### src/rtl/instr_fetch_if.sv
// Instruction fetch bus: core control, program RAM read port and decoder feed.
interface instr_fetch_if #(
  parameter int WIDTH      = 32,
  parameter int ADDR_WIDTH = 16
);
  logic                  en;
  logic                  stall;
  logic                  jump_en;
  logic [ADDR_WIDTH-1:0] jump_addr;
  logic                  mem_rd_en;
  logic [ADDR_WIDTH-2:0] mem_addr;
  logic [WIDTH-1:0]      mem_rdata;
  logic [WIDTH-1:0]      long_instr;
  logic                  instr_choose;
  logic                  instr_valid;
  logic [ADDR_WIDTH-1:0] pc;

  // Fetch unit side
  modport master (
    input  en, stall, jump_en, jump_addr, mem_rdata,
    output mem_rd_en, mem_addr, long_instr, instr_choose, instr_valid, pc
  );

  // Core / RAM / decoder side
  modport slave (
    output en, stall, jump_en, jump_addr, mem_rdata,
    input  mem_rd_en, mem_addr, long_instr, instr_choose, instr_valid, pc
  );
endinterface

### src/rtl/instr_fetch.sv
// Instruction fetch unit: reads words from synchronous program RAM, splits each
// into one long or two short instructions (upper half first) and strobes them
// to the decoder, with stall and jump redirect handling.
module instr_fetch #(
  parameter int                    WIDTH      = 32,
  parameter int                    ADDR_WIDTH = 16,
  parameter logic [ADDR_WIDTH-1:0] RESET_PC   = '0
) (
  input  logic          clk,
  input  logic          reset,
  instr_fetch_if.master bus
);

  typedef enum logic [1:0] {
    IDLE  = 2'd0,
    FETCH = 2'd1,
    WAIT  = 2'd2,
    ISSUE = 2'd3
  } state_t;

  state_t                state_q, state_d;
  logic [ADDR_WIDTH-1:0] pc_q, pc_d;
  logic [WIDTH-1:0]      long_q, long_d;
  logic                  valid_q, valid_d;
  logic                  choose_q, choose_d;

  assign bus.mem_rd_en    = (state_q == FETCH);
  assign bus.mem_addr     = pc_q[ADDR_WIDTH-1:1];
  assign bus.long_instr   = long_q;
  assign bus.instr_choose = choose_q;
  assign bus.instr_valid  = valid_q;
  assign bus.pc           = pc_q;

  // Register the FSM state, PC, buffered word and decoder strobe.
  always_ff @(posedge clk or posedge reset) begin
    if (reset) begin
      state_q  <= IDLE;
      pc_q     <= RESET_PC;
      long_q   <= '0;
      valid_q  <= 1'b0;
      choose_q <= 1'b0;
    end else begin
      state_q  <= state_d;
      pc_q     <= pc_d;
      long_q   <= long_d;
      valid_q  <= valid_d;
      choose_q <= choose_d;
    end
  end

  // Next-state logic: jump beats stall/disable, which beats normal sequencing.
  // In ISSUE an instruction only counts as consumed at an edge where it was
  // being presented (valid_q) and the decoder was not stalled; after a stall
  // it is first re-presented for one cycle before the PC moves on.
  always_comb begin
    state_d = state_q;
    pc_d    = pc_q;
    long_d  = long_q;
    valid_d = 1'b0;
    if (bus.jump_en) begin
      pc_d    = bus.jump_addr;
      state_d = FETCH;
      long_d  = '0;
    end else if (bus.stall || !bus.en) begin
      state_d = state_q;
    end else begin
      unique case (state_q)
        IDLE:  state_d = FETCH;
        FETCH: state_d = WAIT;
        WAIT: begin
          long_d  = bus.mem_rdata;
          state_d = ISSUE;
          valid_d = 1'b1;
        end
        ISSUE: begin
          if (!valid_q) begin
            valid_d = 1'b1;
          end else if (pc_q[0]) begin
            pc_d    = pc_q + ADDR_WIDTH'(1);
            state_d = FETCH;
          end else if (long_q[WIDTH-1]) begin
            pc_d    = pc_q + ADDR_WIDTH'(2);
            state_d = FETCH;
          end else begin
            pc_d    = pc_q + ADDR_WIDTH'(1);
            valid_d = 1'b1;
          end
        end
        default: state_d = IDLE;
      endcase
    end
    choose_d = pc_d[0];
  end

endmodule

### src/flat_wrapper.sv
// flat-port wrapper written by rule: the top's interface ports become plain ports
module instr_fetch_flat 
#(
  parameter int                    WIDTH      = 32,
  parameter int                    ADDR_WIDTH = 16,
  parameter logic [ADDR_WIDTH-1:0] RESET_PC   = '0
)
  (clk, reset, bus_en, bus_stall, bus_jump_en, bus_jump_addr, bus_mem_rdata, bus_mem_rd_en, bus_mem_addr, bus_long_instr, bus_instr_choose, bus_instr_valid, bus_pc);
  instr_fetch_if #(.WIDTH(WIDTH), .ADDR_WIDTH(ADDR_WIDTH)) bus_i ();
  input  logic clk;
  input  logic reset;
  input wire logic [$bits(bus_i.en)-1:0] bus_en;
  input wire logic [$bits(bus_i.stall)-1:0] bus_stall;
  input wire logic [$bits(bus_i.jump_en)-1:0] bus_jump_en;
  input wire logic [$bits(bus_i.jump_addr)-1:0] bus_jump_addr;
  input wire logic [$bits(bus_i.mem_rdata)-1:0] bus_mem_rdata;
  output wire logic [$bits(bus_i.mem_rd_en)-1:0] bus_mem_rd_en;
  output wire logic [$bits(bus_i.mem_addr)-1:0] bus_mem_addr;
  output wire logic [$bits(bus_i.long_instr)-1:0] bus_long_instr;
  output wire logic [$bits(bus_i.instr_choose)-1:0] bus_instr_choose;
  output wire logic [$bits(bus_i.instr_valid)-1:0] bus_instr_valid;
  output wire logic [$bits(bus_i.pc)-1:0] bus_pc;
  assign bus_i.en = bus_en;
  assign bus_i.stall = bus_stall;
  assign bus_i.jump_en = bus_jump_en;
  assign bus_i.jump_addr = bus_jump_addr;
  assign bus_i.mem_rdata = bus_mem_rdata;
  assign bus_mem_rd_en = bus_i.mem_rd_en;
  assign bus_mem_addr = bus_i.mem_addr;
  assign bus_long_instr = bus_i.long_instr;
  assign bus_instr_choose = bus_i.instr_choose;
  assign bus_instr_valid = bus_i.instr_valid;
  assign bus_pc = bus_i.pc;
  instr_fetch #(.WIDTH(WIDTH), .ADDR_WIDTH(ADDR_WIDTH), .RESET_PC(RESET_PC)) u_core (.clk(clk), .reset(reset), .bus(bus_i));
endmodule
### config.mk
export PLATFORM = sky130hd
export DESIGN_NAME = instr_fetch_flat
export DESIGN_NICKNAME = d
export VERILOG_FILES = /design/src/rtl/instr_fetch_if.sv /design/src/rtl/instr_fetch.sv /design/src/flat_wrapper.sv
export SDC_FILE = /design/constraint.sdc
export NUM_CORES = 1
export LEC_CHECK = 0
export CAP_MARGIN = 20
export CELL_PAD_IN_SITES_DETAIL_PLACEMENT = 2
export CELL_PAD_IN_SITES_GLOBAL_PLACEMENT = 2
export CORE_MARGIN = 8
export CORE_UTILIZATION = 23
export CTS_CLUSTER_SIZE = 14
export DETAILED_ROUTE_END_ITERATION = 8
export GPL_TIMING_DRIVEN = 1
export PLACE_DENSITY = 0.76
export SLEW_MARGIN = 25
export SYNTH_ARGS = -nofsm -noshare
export SYNTH_HDL_FRONTEND = slang
export SYNTH_SLANG_ARGS = --single-unit
### constraint.sdc
create_clock -name clk -period 2.2 [get_ports clk]
set_input_delay 0.44 -clock clk [delete_from_list [all_inputs] [get_ports clk]]
set_output_delay 0.44 -clock clk [all_outputs]
set_load 0.01 [all_outputs]
==> run_results.csv, run 1 <==
group,metric,value,unit
run_status,status,"finished, final reports clean",
clocking,tritoncts,"built",
synth,sequential_to_total_area_share_from_yosys_stat,49.80,%
floorplanning,initial_utilization,23.64,%
floorplanning,die_area,14770,um^2
final_layout,areaGrowthSynthToFinish,53.66,%
global_route,globalRouteMet2Util,22.16,%
critical_path,critical_path.max_stage_delay,0.55,ns
synth,synthesis.yosys.warnings,0,
sta,final_critical_path_setup_slack,0.1864,ns
critical_path,slowest_stage,"sky130_fd_sc_hd__or4_1",
final_layout,antennaDiodeCount,0,
critical_path,r2r_cells,5,
synth,syn-cell-area,2562,um^2
detailed_routing,routed_wire_length_per_instance,17.46,um
clocking,clk_pin_slew,0.09,ns
sta,final_hold_fails,0,
clocking,postCtsResizedCells,0,
place,port-buffer-count,118,
global_route,most_congested_layer_reported_by_global_routing,"met2",
place,placedInstanceArea,3850,um^2
final_layout,number_of_nets_in_the_layout,455,
critical_path,setup.worst_path.start_class,"register",
global_route,grtUsageTotal,12.69,%
sta,finClkSkew,0.004804,ns
sta,clock_period_minus_final_worst_setup_slack,2.014,ns
clocking,clock_sink_count,51,
place,dp.final_hpwl,7137,um
min_path,hold_path_depth,3,
clocking,postCtsHoldBufs,0,
sta,maxClockFrequency,0.4966,GHz
synth,synthesis.area_per_instance,8.836,um^2
critical_path,crit_buf_inv,0,
critical_path,worst_setup_path_end_kind,"register",
pwr,vdd.ir_drop.worst,0.2402,mV
pwr,power_leakage,1.537,nW
place,global_placer_s_final_weighted_congestion,0.7160,
sta,rsz0062_at_grt,"false",
synth,syn-instance-count,290,
global_route,grt_util_met3,4.813,%
synth,postSynthRegisterBits,51,
sta,setup-tns-final,0,ns
global_route,pin_count_of_the_biggest_net_entering_global_routing,52,
critical_path,criticalPathCategory,"reg -> reg",
detailed_routing,final_antenna_net_count,0,
floorplanning,die_height,121.6,um
sta,slew-limit-headroom,41.46,%
floorplanning,die-width,121.6,um
final_layout,layout-drive-gt1-share,6.818,%
critical_path,timing.critical_path.cells,"ha_1, and4b_1, nand3_1, or4_1, a31oi_1",
sta,worst_slew_pin_slew,0.8537,ns
critical_path,worst-endpoint-required,2.42,ns
synth,synthDistinctLibCells,36,
min_path,hp-class,"in -> reg",
pwr,power_density,504.7,nW/um^2
clocking,ctsHtreeMaxLevel,2,
place,placement.setup.worst_slack,-0.09495,ns
critical_path,timing.critical_path.max_delay_family,"simple AND/OR/NAND/NOR gates",
global_route,met1_usage,14.57,%
detailed_routing,routed-via-count,2544,
global_route,first_pass_grt_wire_length,15060,um
critical_path,crit_cells,5,
run,drv_cap,0,
detailed_routing,detail_route.wirelength,9359,um
sta,finalSetupViolCount,0,
pwr,power.total,1.987,mW
clocking,cts_max_path_buffers,2,
critical_path,worst_endpoint_data_arrival_time,2.23,ns
sta,finalHoldWorstSlack,0.4427,ns
synth,synth_fp_nets,349,
clocking,root_buffer_cell,"sky130_fd_sc_hd__clkbuf_8",
detailed_routing,drt_first_pass_iters,4,
clocking,cts_setup_buffers,0,
sta,report.final.slew_viol_count,0,
global_route,via_count_of_the_first_global_routing_pass,2889,
critical_path,timing.critical_path.fanout_max,9,
global_route,overflow,0,
global_route,antenna_found_initial,0,
detailed_routing,detail_route.vias_per_cell,4.746,
clocking,cts_made_buffers,5,
critical_path,reg2reg_setup_slack,0.19,ns
detailed_routing,initialDrtViolationCount,67,
detailed_routing,post_route_drc,0,
final_layout,design_area,3938,um^2
floorplanning,rows,38,
floorplanning,core_area,10840,um^2
clocking,insertion_delay,0.30,ns
sta,layout_worst_path_cycle_share,91.53,%
floorplanning,ioPinCount,119,
[placed cells by master, fill, tap and decap left out, types with 4 or more instances in the layout]
cell                              Yosys  routed
sky130_fd_sc_hd__clkdlybuf4s50_1      0     117
sky130_fd_sc_hd__nand2_1             74      74
sky130_fd_sc_hd__dfrtp_1             51      51
sky130_fd_sc_hd__a21oi_1             37      37
sky130_fd_sc_hd__buf_4               17      12
sky130_fd_sc_hd__o21ai_0             10      10
sky130_fd_sc_hd__or4_1                8       8
sky130_fd_sc_hd__nor2_1               9       8
sky130_fd_sc_hd__a31oi_1              7       7
sky130_fd_sc_hd__nand4_1              7       7
sky130_fd_sc_hd__inv_1                7       6
sky130_fd_sc_hd__o31ai_1              6       6
sky130_fd_sc_hd__ha_1                 6       6
sky130_fd_sc_hd__clkbuf_8             0       6
sky130_fd_sc_hd__nand3_1              5       5
sky130_fd_sc_hd__xor2_1               4       4
[registers in the layout, summed over array words and instances (netlist names)]
signal and cells:
u_core.state_q 2, u_core.bus.long_instr 32, u_core.bus.pc 16, u_core.bus.instr_valid 1
[synth_stat cells (all sizes together)]
cell type / number / area, um^2
o22ai: 2 / 12.51
buf: 19 / 143.9
inv: 7 / 26.28
mux2i: 1 / 10.01
nor3: 2 / 10.01
o211ai: 3 / 22.52
o311a: 1 / 10.01
and4: 1 / 8.760
a31o: 1 / 8.760
a31oi: 7 / 43.79
o31ai: 6 / 45.04
a21oi: 37 / 185.2
nor4: 1 / 6.260
o21ai: 10 / 50.05
nand2: 74 / 277.8
nor2: 9 / 33.78
nand4b: 1 / 8.760
dfrtp: 51 / 1276
xnor2: 1 / 8.760
or2b: 1 / 7.510
ha: 6 / 75.07
o21a: 1 / 7.510
or4: 8 / 60.06
clkbuf: 14 / 52.55
and3: 2 / 12.51
a211oi: 1 / 7.510
or2: 2 / 12.51
clkinv: 1 / 3.750
xor2: 4 / 35.03
nand3: 5 / 25.02
and4b: 1 / 10.01
nand2b: 2 / 12.51
o2bb2ai: 1 / 8.760
nand4: 7 / 43.79
[worst reg2reg max path: stages, from the launching register on]
cell                      delay, ns
sky130_fd_sc_hd__dfrtp_1       0.42
sky130_fd_sc_hd__ha_1          0.27
sky130_fd_sc_hd__and4b_1       0.25
sky130_fd_sc_hd__nand3_1       0.24
sky130_fd_sc_hd__or4_1         0.55
sky130_fd_sc_hd__a31oi_1       0.20
[where the power goes]
part	internal (mW)	switching (mW)
combinational	0.230	0.169
sequential	0.969	0.0572
clock	0.248	0.314
[metal layers]
layer  part of all wire (%)  wire [um]
met1                     42       3938
met2                     49       4607
met3                    8.1        754
met4                   0.63         59
met5                      0          0
[stage by stage]
stage                     instances  utilization (%)
after floorplan                 290                -
after global placement          529            35.51
after detailed placement        529            35.51
after CTS                       536            36.32
after global routing            536            36.32
final                           536            36.32
[final timing paths]
check                                                            from                                     to
worst min register to register  u_core.bus.long_instr[30]$_DFFE_PP0P_  u_core.bus.long_instr[30]$_DFFE_PP0P_
min in group asynchronous                                       reset  u_core.bus.long_instr[12]$_DFFE_PP0P_
worst min-delay path                                      bus_jump_en           u_core.bus.pc[4]$_DFFE_PP0P_
max in group asynchronous                                       reset   u_core.bus.long_instr[7]$_DFFE_PP0P_
worst max register to register          u_core.state_q[0]$_DFFE_PP0P_          u_core.bus.pc[14]$_DFFE_PP0P_
worst max-delay path                    u_core.state_q[0]$_DFFE_PP0P_          u_core.bus.pc[14]$_DFFE_PP0P_
[kinds of logic (layout without fill, tap and decap cells)]
group / after synthesis / count (layout) / share of synthesized area [%]
AOI/OAI and AO/OA: 70 / 70 / 15.67
muxes: 1 / 1 / 0.3906
buffers and inverters: 41 / 147 / 8.838
and+or+nand+nor: 116 / 116 / 20.65
DFF: 51 / 51 / 49.80
adders and majority gates: 6 / 6 / 2.930
xor gates and xnor gates: 5 / 5 / 1.709
[cell type report]
type | count | area, um^2
fill | 1256 | 6903
timing repair buffer | 132 | 1306
sequential | 51 | 1276
multi-input combinational | 198 | 1062
tap | 140 | 175.2
clock buffer | 6 | 82.58
inverter | 8 | 30.03
clock inverter | 1 | 5.005
Note: power is estimated with default switching activity, not from simulation.
==> run 2: changes to the inputs <==
Clock period 2.2 ns to 2.14 ns, I/O delays scaled along.
==> run 2 against run 1 <==
Sequential share of layout area shrank 0.16 points. Sequential power hardly changed. Combinational power grew 2%. Sequential cell count is the same. Hold slack better by 0.045 ns. First-iteration DRC count is 24% lower. Critical path type is now reg -> out. Critical path depth fell by 2. Count of clock-buffer cells in the layout is the same. Setup slack worse by 0.0056 ns. Highest routed layer unchanged.
==> run_results.csv, run 2 (same netlist as run 1, synthesis figures left out) <==
group,metric,value,unit
clocking,cts_setup_buffers,0,
global_route,pin_count_of_the_biggest_net_entering_global_routing,52,
final_layout,mostFrequentLayoutCells,"sky130_fd_sc_hd__clkdlybuf4s50_1, sky130_fd_sc_hd__nand2_1, sky130_fd_sc_hd__dfrtp_1",
final_layout,largest_reg_flops,32,
final_layout,layout.cells.most_common,"sky130_fd_sc_hd__clkdlybuf4s50_1",
global_route,via_count_of_the_first_global_routing_pass,2782,
sta,worst_slew_pin_slew,0.8540,ns
min_path,hp-class,"in -> async",
critical_path,worst_setup_path_end_kind,"output port",
clocking,cts_made_buffers,5,
floorplanning,die-width,121.6,um
sta,final_hold_fails,0,
sta,report.final.slew_viol_count,0,
sta,finClkSkew,0.004776,ns
clocking,insertion_delay,0.31,ns
global_route,grtUsageTotal,12.68,%
floorplanning,core_area,10840,um^2
global_route,first_pass_grt_wire_length,14870,um
critical_path,criticalPathCategory,"reg -> out",
final_layout,layout.filler_cells,1230,
clocking,postCtsResizedCells,0,
detailed_routing,final_antenna_net_count,0,
critical_path,critical_path.max_stage_delay,0.57,ns
sta,clock_period_minus_final_worst_setup_slack,1.959,ns
floorplanning,die_area,14770,um^2
critical_path,r2r_cells,5,
detailed_routing,drt_first_pass_iters,4,
clocking,clock_sink_count,51,
pwr,vdd.ir_drop.worst,0.1988,mV
clocking,ctsHtreeMaxLevel,2,
sta,setup-tns-final,0,ns
pwr,power_density,553.1,nW/um^2
place,dp.final_hpwl,6902,um
critical_path,reg2reg_setup_slack,0.22,ns
critical_path,worst_endpoint_data_arrival_time,1.53,ns
final_layout,areaGrowthSynthToFinish,54.44,%
floorplanning,die_height,121.6,um
critical_path,crit-reg2reg-launch,"u_core.state_q[0]$_DFFE_PP0P_",
sta,finalSetupViolCount,0,
run_status,status,"finished, final reports clean",
run,drv_cap,0,
critical_path,timing.critical_path.cells,"inv_1, ha_1, clkdlybuf4s50_1",
floorplanning,ioPinCount,119,
detailed_routing,initialDrtViolationCount,51,
critical_path,slowest_stage,"sky130_fd_sc_hd__clkdlybuf4s50_1",
critical_path,setup.worst_path.start_class,"register",
critical_path,timing.critical_path.fanout_max,4,
final_layout,layout-drive-gt1-share,6.835,%
detailed_routing,routed_wire_length_per_instance,17.31,um
critical_path,regToRegEndpoint,"u_core.bus.pc[12]$_DFFE_PP0P_",
clocking,clk_pin_slew,0.10,ns
global_route,antenna_found_initial,0,
pwr,power_leakage,1.538,nW
global_route,overflow,0,
clocking,root_buffer_cell,"sky130_fd_sc_hd__clkbuf_8",
sta,maxClockFrequency,0.5104,GHz
final_layout,antennaDiodeCount,0,
floorplanning,rows,38,
clocking,tritoncts,"built",
floorplanning,initial_utilization,23.64,%
sta,slew-limit-headroom,41.44,%
clocking,cts_max_path_buffers,2,
clocking,postCtsHoldBufs,0,
critical_path,worst-endpoint-required,1.71,ns
pwr,power.total,2.189,mW
place,global_placer_s_final_weighted_congestion,0.7039,
detailed_routing,routed-via-count,2528,
final_layout,number_of_nets_in_the_layout,453,
detailed_routing,detail_route.vias_per_cell,4.725,
sta,layout_worst_path_cycle_share,91.55,%
detailed_routing,post_route_drc,0,
sta,rsz0062_at_grt,"false",
place,port-buffer-count,118,
detailed_routing,detail_route.wirelength,9263,um
[run 2: area by class of cell]
type                            instances  area (um^2)  area share, %
Clock buffer                            6        82.58          2.087
Clock inverter                          2        35.03         0.8852
Inverter                                8        30.03         0.7588
Multi-Input combinational cell        198         1067          26.97
Sequential cell                        51         1276          32.25
Tap cell                              140        175.2          4.426
Timing Repair Buffer                  130         1291          32.63
[run 2: worst max-delay path by stage]
stage / startpoint / to / slack, ns / cells after the start
detailed placement: bus_en / u_core.bus.pc[12]$_DFFE_PP0P_ / -0.12 / 5
global route: u_core.bus.pc[1]$_DFFE_PP0P_ / u_core.bus.pc[6]$_DFFE_PP0P_ / 0.05 / 4
global placement: bus_en / u_core.bus.pc[4]$_DFFE_PP0P_ / -0.07 / 6
finish: u_core.state_q[1]$_DFFE_PP0P_ / bus_mem_rd_en / 0.18 / 3
floorplan: u_core.state_q[0]$_DFFE_PP0P_ / u_core.bus.pc[14]$_DFFE_PP0P_ / 0.32 / 7
CTS: u_core.state_q[1]$_DFFE_PP0P_ / bus_mem_rd_en / 0.13 / 3
[run 2: routing by layer]
layer  vias to the layer above  global-route usage, %  routed length, um
met1                      1249                  14.37               4035
met2                        83                  22.23               4417
met4                         0                  2.776                 74
met3                         5                  4.766                736
met5                         -                      0                  0
li1                       1191                      -                  -
[run 2: where the power goes]
group	switching, mW	internal [mW]
logic	0.171	0.237
clock network	0.347	0.379
registers	0.0581	0.996
total	0.576	1.61
[run 2: metrics by stage]
stage               util [%]  std cells  hold slack, ns  worst slack [ns]  instance area (um^2)
global placement       35.38        527          0.5086          -0.06674                  3835
global route           36.51        535          0.5026           0.05077                  3958
finish                 36.51        535          0.4878            0.1808                  3958
detailed placement     35.38        527          0.5221           -0.1234                  3835
floorplan                  -        290          0.5479            0.3152                  2562
CTS                    36.46        535          0.4934            0.1328                  3953
[run 2: worst max-delay path, delay by kind of cell, from the launching register on]
family,cells,cell delay (ns)
adders and majority gates,1,0.14
buffers and inverters,2,0.66
DFF,1,0.42
==> run 3: changes to the inputs <==
Settings changed: CORE_UTILIZATION 23 to 25, PLACE_DENSITY 0.76 to 0.82.
Clock period 2.14 ns to 2.4 ns, I/O delays scaled along.
==> run 3 against run 2 <==
Clock skew rose by 0.0018 ns. Sequential share of layout area rose by 0.29 points. Sequential power fell by 10%. Clock power fell by 14%. Power fell by 12%. Hold slack improved by 0.042 ns. Final cell count fell by 0.93%. Combinational power fell by 12%. Critical endpoint is now u_core.bus.pc[12]$_DFFE_PP0P_. Largest cell class is now sequential cells.
==> run_results.csv, run 3 (same netlist as run 1, synthesis figures left out) <==
group,metric,value,unit
sta,final_hold_fails,0,
detailed_routing,detail_route.vias_per_cell,4.742,
place,placement.setup.worst_slack,0.08656,ns
critical_path,timing.critical_path.cells,"or2b_1, mux2i_1, or4_1, a31oi_1",
detailed_routing,routed_wire_length_per_instance,17.68,um
run,drv_cap,0,
global_route,grtUsageTotal,13.75,%
clocking,postCtsResizedCells,0,
detailed_routing,initialDrtViolationCount,55,
clocking,tritoncts,"built",
pwr,power_density,490.5,nW/um^2
pwr,vdd.ir_drop.worst,0.3879,mV
final_layout,register_area,1276,um^2
sta,clock_period_minus_final_worst_setup_slack,1.993,ns
detailed_routing,detail_route.wirelength,9369,um
sta,report.final.slew_viol_count,0,
detailed_routing,drt_first_pass_iters,3,
final_layout,multi_input_comb_area,1062,um^2
critical_path,crit_buf_inv,0,
place,dp.final_hpwl,7157,um
clocking,postCtsHoldBufs,0,
sta,maxClockFrequency,0.5018,GHz
pwr,power_leakage,1.527,nW
floorplanning,die_area,13750,um^2
floorplanning,die_height,117.2,um
critical_path,crit_cells,4,
sta,rsz0062_at_grt,"false",
global_route,via_count_of_the_first_global_routing_pass,2882,
detailed_routing,post_route_drc,0,
final_layout,largest_reg_flops,32,
critical_path,critical_path.max_stage_delay,0.58,ns
critical_path,worst_endpoint_data_arrival_time,2.22,ns
run_status,status,"finished, final reports clean",
critical_path,regToRegEndpoint,"u_core.bus.pc[12]$_DFFE_PP0P_",
clocking,insertion_delay,0.30,ns
critical_path,setup.worst_path.start_class,"register",
clocking,cts_max_path_buffers,2,
sta,setup-tns-final,0,ns
sta,finalSetupViolCount,0,
sta,finClkSkew,0.006615,ns
place,global_placer_s_final_weighted_congestion,0.7498,
detailed_routing,final_antenna_net_count,0,
critical_path,slowest_stage,"sky130_fd_sc_hd__or4_1",
floorplanning,die-width,117.2,um
clocking,clk_pin_slew,0.10,ns
critical_path,worst-endpoint-required,2.63,ns
critical_path,criticalPathCategory,"reg -> reg",
final_layout,areaGrowthSynthToFinish,53.08,%
clocking,root_buffer_cell,"sky130_fd_sc_hd__clkbuf_8",
global_route,overflow,0,
floorplanning,rows,37,
place,port-buffer-count,118,
critical_path,r2r_cells,4,
floorplanning,ioPinCount,119,
critical_path,timing.critical_path.fanout_max,12,
clocking,cts_setup_buffers,0,
final_layout,layout.filler_cells,1122,
floorplanning,initial_utilization,25.27,%
critical_path,timing.critical_path.to,"u_core.bus.pc[12]$_DFFE_PP0P_",
floorplanning,core_area,10140,um^2
clocking,ctsHtreeMaxLevel,2,
global_route,antenna_found_initial,0,
clocking,clock_sink_count,51,
critical_path,reg2reg_setup_slack,0.41,ns
sta,layout_worst_path_cycle_share,83.04,%
critical_path,timing.critical_path.max_delay_family,"simple AND/OR/NAND/NOR gates",
final_layout,antennaDiodeCount,0,
critical_path,worst_setup_path_end_kind,"register",
final_layout,mostFrequentLayoutCells,"sky130_fd_sc_hd__clkdlybuf4s50_1, sky130_fd_sc_hd__nand2_1, sky130_fd_sc_hd__dfrtp_1",
critical_path,crit-reg2reg-launch,"u_core.bus.pc[0]$_DFFE_PP0P_",
detailed_routing,routed-via-count,2513,
critical_path,cp-startpoint,"u_core.bus.pc[0]$_DFFE_PP0P_",
global_route,pin_count_of_the_biggest_net_entering_global_routing,52,
sta,final_critical_path_setup_slack,0.4070,ns
sta,slew-limit-headroom,46.89,%
clocking,cts_made_buffers,5,
global_route,first_pass_grt_wire_length,14820,um
final_layout,postLayoutCoreUtil,38.69,%
final_layout,layout-drive-gt1-share,6.345,%
min_path,hp-class,"in -> async",
final_layout,number_of_nets_in_the_layout,452,
sta,worst_slew_pin_slew,0.7745,ns
final_layout,layout.cells.most_common,"sky130_fd_sc_hd__clkdlybuf4s50_1",
## run 3: changes by cell type in the layout (fill, tap and decap cells not counted)
cell                       delta
sky130_fd_sc_hd__nand3_2      -1
sky130_fd_sc_hd__nand3_1      +1
sky130_fd_sc_hd__clkinv_4     +1
sky130_fd_sc_hd__clkbuf_8     -1
sky130_fd_sc_hd__buf_12       -1
## run 3: area by class of cell
| type | instances | share of cell area, % |
|---|---|---|
| Clock inverter | 3 | 1.116 |
| Multi-Input combinational cell | 198 | 27.08 |
| Sequential cell | 51 | 32.54 |
| Inverter | 8 | 0.7656 |
| Timing Repair Buffer | 129 | 32.41 |
| Tap cell | 136 | 4.338 |
| Clock buffer | 5 | 1.754 |
## run 3: metrics by stage
step	power (mW)	cells	hold WS, ns	cell area (um^2)
2_1_floorplan	1.106	290	0.5551	2562
3_3_place_gp	1.310	522	0.5100	3810
3_5_place_dp	1.328	522	0.5184	3810
4_1_cts	1.959	530	0.5370	3923
5_1_grt	2.013	530	0.5525	3923
6_report	1.924	530	0.5297	3923
## run 3: tightest hold or removal path, delay by kind of cell
| kind | cells | cell delay [ns] |
|---|---|---|
| buffers and inverters | 3 | 0.74 |
## run 3: worst min-delay path by stage
stage	start	end	slack [ns]	cells after the start
finish	reset	u_core.bus.long_instr[22]$_DFFE_PP0P_	0.53	3
global route	u_core.bus.long_instr[12]$_DFFE_PP0P_	u_core.bus.long_instr[12]$_DFFE_PP0P_	0.55	2
CTS	u_core.bus.long_instr[4]$_DFFE_PP0P_	u_core.bus.long_instr[4]$_DFFE_PP0P_	0.54	2
detailed placement	u_core.bus.long_instr[12]$_DFFE_PP0P_	u_core.bus.long_instr[12]$_DFFE_PP0P_	0.52	2
global placement	u_core.bus.long_instr[16]$_DFFE_PP0P_	u_core.bus.long_instr[16]$_DFFE_PP0P_	0.51	2
floorplan	u_core.bus.long_instr[0]$_DFFE_PP0P_	u_core.bus.long_instr[0]$_DFFE_PP0P_	0.56	2
## run 3: per-layer routing
layer	routed length, um	global-route usage, %	part of all wire (%)
met1	3818	15.80	41
met2	4714	24.45	50
met3	798	4.772	8.5
met4	38	2.048	0.41
met5	0	0	0
## run 3: power breakdown
| part | total, mW | internal [mW] | switching, mW |
|---|---|---|---|
| combinational | 0.359 | 0.208 | 0.150 |
| clock | 0.622 | 0.311 | 0.310 |
| sequential | 0.943 | 0.888 | 0.0549 |
